`src/rtl/seg_scan_ctrl.sv`:
```
// rtl/seg_scan_ctrl.sv - 4-digit seven-segment scan controller with frame-aligned word commit.
// Optional macro LEADING_ZERO_BLANK_EN suppresses leading zero digits.
module seg_scan_ctrl #(
  parameter int DIGITS    = 4,
  parameter int CLK_DIV   = 100000,
  parameter int BLANK_CYC = 1000
) (
  input  logic                  CLK,
  input  logic                  RST,
  input  logic                  in_valid,
  output logic                  in_ready,
  input  logic [4*DIGITS-1:0]   in_value,
  input  logic [DIGITS-1:0]     in_dp,
  input  logic                  disp_en,
  output logic [DIGITS-1:0]     Anode,
  output logic [7:0]            Out,
  output logic                  frame_done
);

  localparam int CW = $clog2(CLK_DIV);
  localparam int DW = (DIGITS > 1) ? $clog2(DIGITS) : 1;
  localparam logic [CW-1:0] BLANK_LAST = CW'(BLANK_CYC - 1);
  localparam logic [CW-1:0] SLOT_LAST  = CW'(CLK_DIV - 1);
  localparam logic [CW-1:0] DRIVE_PEN  = CW'(CLK_DIV - 2);
  localparam logic [DW-1:0] TOP_DIG    = DW'(DIGITS - 1);

  typedef enum logic [1:0] {IDLE, BLANK, DRIVE} state_t;

  state_t                state;
  logic [CW-1:0]         cnt;
  logic [DW-1:0]         dig;
  logic [4*DIGITS-1:0]   active_value;
  logic [DIGITS-1:0]     active_dp;
  logic [4*DIGITS-1:0]   pend_value;
  logic [DIGITS-1:0]     pend_dp;
  logic                  pending_full;
  logic                  commit;
  logic                  show;
  logic [3:0]            nib;
  logic [7:0]            drive_pat;
  logic [DIGITS-1:0]     drive_an;

  function automatic logic [6:0] hex_seg(input logic [3:0] n);
    case (n)
      4'h0: hex_seg = 7'h40;  4'h1: hex_seg = 7'h79;
      4'h2: hex_seg = 7'h24;  4'h3: hex_seg = 7'h30;
      4'h4: hex_seg = 7'h19;  4'h5: hex_seg = 7'h12;
      4'h6: hex_seg = 7'h02;  4'h7: hex_seg = 7'h78;
      4'h8: hex_seg = 7'h00;  4'h9: hex_seg = 7'h10;
      4'hA: hex_seg = 7'h08;  4'hB: hex_seg = 7'h03;
      4'hC: hex_seg = 7'h46;  4'hD: hex_seg = 7'h21;
      4'hE: hex_seg = 7'h06;  default: hex_seg = 7'h0E;
    endcase
  endfunction

  // Commit lands on the edge that starts a new frame (or any IDLE edge), never mid-frame.
  assign commit = pending_full &&
                  (state == IDLE ||
                   (state == DRIVE && disp_en && cnt == SLOT_LAST && dig == '0));

  assign nib       = active_value[{dig, 2'b00} +: 4];
  assign drive_pat = {~active_dp[dig], hex_seg(nib)};
  assign drive_an  = ~(DIGITS'(1) << dig);

`ifdef LEADING_ZERO_BLANK_EN
  always_comb begin
    show = (dig == '0) || active_dp[dig];
    for (int i = 0; i < DIGITS; i++) begin
      if (i >= int'(dig) && active_value[4*i +: 4] != 4'h0) show = 1'b1;
    end
  end
`else
  assign show = 1'b1;
`endif

  always_ff @(posedge CLK) begin
    if (RST) begin
      state        <= IDLE;
      cnt          <= '0;
      dig          <= TOP_DIG;
      Anode        <= '1;
      Out          <= 8'hFF;
      frame_done   <= 1'b0;
      active_value <= '0;
      active_dp    <= '0;
      pend_value   <= '0;
      pend_dp      <= '0;
      pending_full <= 1'b0;
      in_ready     <= 1'b1;
    end else begin
      if (in_valid && in_ready) begin
        pend_value   <= in_value;
        pend_dp      <= in_dp;
        pending_full <= 1'b1;
        in_ready     <= 1'b0;
      end else if (commit) begin
        active_value <= pend_value;
        active_dp    <= pend_dp;
        pending_full <= 1'b0;
        in_ready     <= 1'b1;
      end

      frame_done <= 1'b0;
      if (!disp_en) begin
        state <= IDLE;
        cnt   <= '0;
        dig   <= TOP_DIG;
        Anode <= '1;
        Out   <= 8'hFF;
      end else begin
        case (state)
          IDLE: begin
            state <= BLANK;
            cnt   <= '0;
            dig   <= TOP_DIG;
          end
          BLANK: begin
            cnt        <= cnt + 1'b1;
            frame_done <= (dig == '0) && (cnt == DRIVE_PEN);
            if (cnt == BLANK_LAST) begin
              state <= DRIVE;
              Anode <= show ? drive_an : '1;
              Out   <= show ? drive_pat : 8'hFF;
            end
          end
          DRIVE: begin
            if (cnt == SLOT_LAST) begin
              state <= BLANK;
              cnt   <= '0;
              dig   <= (dig == '0) ? TOP_DIG : dig - 1'b1;
              Anode <= '1;
              Out   <= 8'hFF;
            end else begin
              cnt        <= cnt + 1'b1;
              frame_done <= (dig == '0) && (cnt == DRIVE_PEN);
            end
          end
          default: state <= IDLE;
        endcase
      end
    end
  end

endmodule

```
`config.mk`:
```
export PLATFORM = sky130hd
export DESIGN_NAME = seg_scan_ctrl
export DESIGN_NICKNAME = d
export VERILOG_FILES = /design/src/rtl/seg_scan_ctrl.sv
export SDC_FILE = /design/constraint.sdc
export NUM_CORES = 1
export LEC_CHECK = 0
export ABC_CLOCK_PERIOD_IN_PS = 6500
export BUFFER_PORTS_ARGS = -buffer_cell sky130_fd_sc_hd__buf_2
export CORE_MARGIN = 4
export CORE_UTILIZATION = 50
export CTS_CLUSTER_DIAMETER = 40
export DETAILED_ROUTE_END_ITERATION = 16
export PLACE_DENSITY = 0.69
export SLEW_MARGIN = 0
export SYNTH_ARGS = -nofsm -noshare
export SYNTH_HDL_FRONTEND = slang
export SYNTH_SLANG_ARGS = --single-unit
```
`constraint.sdc`:
```
create_clock -name CLK -period 6.5 [get_ports CLK]
set_input_delay 1.3 -clock CLK [delete_from_list [all_inputs] [get_ports CLK]]
set_output_delay 1.3 -clock CLK [all_outputs]
set_load 0.02 [all_outputs]
```
==> results.toml <==
[outcome]
status = "complete, no violations"

[power]
p_int_mw = 0.6829
p_sw_mw = 0.2449
clkPwrFrac_pct = 40.6
pwr-share-comb_pct = 7.1
cellPowerDensity_nw_per_um2 = 221.2
p_leak_nw = 1.601
peakVddDrop_v = 0.0001495
seqPwrFrac_pct = 52.3
p_sw_share_pct = 26.40

[cells_and_area]
mostFrequentLayoutCell = "dfxtp_1"
final_cell_mix = "dfxtp_1 (76), nand2_1 (72), a21oi_1 (55)"
antenna_cells = 0
final_nets = 526
n_fill_cell = 716
multi_input_area_um2 = 2069
final_layout_size_suffix_gt1_share_pct = 13.65
register_area_um2 = 1521
syn_to_final_growth_pct = 10.40
finalInstanceArea_um2 = 4195

[floorplan]
start_util_pct = 51.83
die-area_um2 = 9058
die_y_um = 95.18
rows = 31
ios = 38
core_um2 = 7331
die_w_um = 95.18

[routing]
vias = 3360
dr.first_iter.drc_count = 200
route.detailed.drc = 0
vias_per_cell = 5.695
firstDrtPassIters = 5
wl_per_cell_um = 14.62
wirelength_um = 8628
ant_nets = 0

[worst_setup_path]
path_class = "input pin to flop"
cp.arrival_ps = 3510
start_kind = "input pin"
cp_top_family = "simple AND/OR/NAND/NOR gates"
worstPathCellList = "buf_2 -> nor2b_1 -> and3_1 -> o2111ai_1 -> a22oi_1"
max_stage_delay_ps = 820
cp_slowest_cell = "nor2b_1"
critPathCaptureType = "flop"
crit_required_ps = 6780
worstPathMaxFanout = 44
worst-path-buf-inv = 1

[grt]
track_usage_pct = 20.42
gr-total-overflow = 0
grt_max_degree = 45
antenna_found_initial = 0
grt_first_pass_wirelength_um = 14760
grt_pass1_vias = 3132

[clock_network]
post_cts_buffers = 0
clk_latency_ps = 350
htreeDepth = 3
cts_tree = "yes"
clock_sinks = 76
ctsLongestPathBuffers = 2
clockRootBuffer = "clkbuf_8"
hold_buffers = 0
cts_resized = 0
cts_buffers = 9
clk_pin_slew_ps = 90

[job]
drv_cap = 0

[timing]
finalClockSkew_ps = 11.57
min_period_ps = 3226
setup_viol = 0
tns_ps = 0
relSlewSlack_pct = 38.68
worst_pin_slew_ps = 917.9
post-route-period-util_pct = 49.64
rsz0062_at_grt = "no"
fmax_mhz = 310.0
finalHoldViolCount = 0
slew_viol_final = 0

[logic_synthesis]
synth_top_area_cell = "dfxtp_1"
synth_seq_cells = 76
synth_top_area_share_pct = 40.04
synth_top_family_by_area = "simple AND/OR/NAND/NOR gates"
synth_mux_area_share_pct = 5.729
ys_seq_area_share_pct = 40.04
postSynthCellCount = 472
synth_area_leaders = "dfxtp_1 (40%), a21oi_1 (7.2%), nand2_1 (7.1%), ha_1 (5.3%), o21ai_0 (4.9%)"
synth_area_um2 = 3800
avgSynthCellArea_um2 = 8.051
synth_simple_gate_area_share_pct = 22.32
synth_cell_type_count = 48
synth_flop_cell = "dfxtp_1"
synthAdderAreaFrac_pct = 5.268
syn-num-nets = 512
yosysWarnings = 0
synth_edf_count = 0
synth_compound_area_share_pct = 21.01
synth_xor_area_share_pct = 0
async_flop_share_pct = 0

[place]
io_buffers = 37
routabilityCongestion = 0.7923
dpl.hpwl_um = 5836
placed_area_um2 = 3990

[min_path]
min_path_type = "flop to flop"
[power by group through the flow]
stage | Clock (mW) | Combinational [mW] | Sequential [mW]
6_report | 0.376 | 0.0663 | 0.485
5_1_grt | 0.408 | 0.0755 | 0.487
4_1_cts | 0.381 | 0.0665 | 0.485
3_5_place_dp | 0 | 0.0662 | 0.496
3_3_place_gp | 0 | 0.0651 | 0.496
2_1_floorplan | 0 | 0.0455 | 0.496
[sequential cells by signal, indices dropped and copies added (netlist names), 4 cells and up]
name	flops
active_dp	4
cnt	17
Anode	4
active_value	16
Out	8
pend_value	16
pend_dp	4
[routing by layer]
| layer | vias to the layer above | share of wire, % | track usage, % |
|---|---|---|---|
| li1 | 1713 | - | - |
| met3 | 8 | 4.8 | 4.657 |
| met5 | - | 0 | 0 |
| met4 | 0 | 1.0 | 6.971 |
| met1 | 1543 | 49 | 28.35 |
| met2 | 96 | 46 | 31.20 |
[final timing paths]
check	slack (ps)	start	endpoint	depth (start not counted)
max reg2reg	3590	cnt[12]	state[0]	5
min	460	pend_value[2]	pend_value[2]	2
max	3270	RST	cnt[15]	5
min reg2reg	460	pend_value[2]	pend_value[2]	2
[through the flow]
step / setup slack, ps / utilization [%] / total power [mW] / cells / hold WS (ps)
global placement: 3015 / 54.43 / 0.5608 / 574 / 444.4
floorplan: 3882 / - / 0.5419 / 472 / 436.6
CTS: 3336 / 57.23 / 0.9330 / 590 / 460.3
global route: 3127 / 57.23 / 0.9700 / 590 / 481.7
detailed placement: 2963 / 54.43 / 0.5623 / 574 / 447.2
finish: 3274 / 57.23 / 0.9278 / 590 / 460.0
[cells by family (layout without fill, tap and decap cells)]
group,count (synthesis),in the layout
AO/OA/AOI/OAI,134,134
AND/OR/NAND/NOR,176,176
multiplexers,14,14
buffers and inverters,56,75
flip-flops,76,76
adder cells (fa/ha/maj),16,16
[cell usage after synthesis, drive strengths merged (3+ instances only)]
cell type	n
o211ai	3
o2111ai	5
nor4	3
nand3	32
nand2	72
nor2	24
inv	20
o221ai	8
dfxtp	76
clkbuf	32
buf	4
nor3	5
nor2b	4
ha	16
a22oi	4
or4	3
a31oi	6
mux4	6
and2	7
and3	7
o21ai	38
mux2i	6
a21oi	55
and4	5
[worst register-to-register path, cell delays in order (launching register included)]
cell	delay, ps
dfxtp_1	380
or4_1	540
or4_1	650
o21a_1	530
or4_1	600
a21oi_1	140
[area by class of cell]
cell class,instances,area share [%]
Inverter,20,1.789
Clock buffer,9,2.953
Tap cell,99,2.953
Sequential cell,76,36.27
Timing Repair Buffer,39,4.772
Multi-Input combinational cell,340,49.33
Clock inverter,7,1.939
Power figures use the tool's default switching activity.
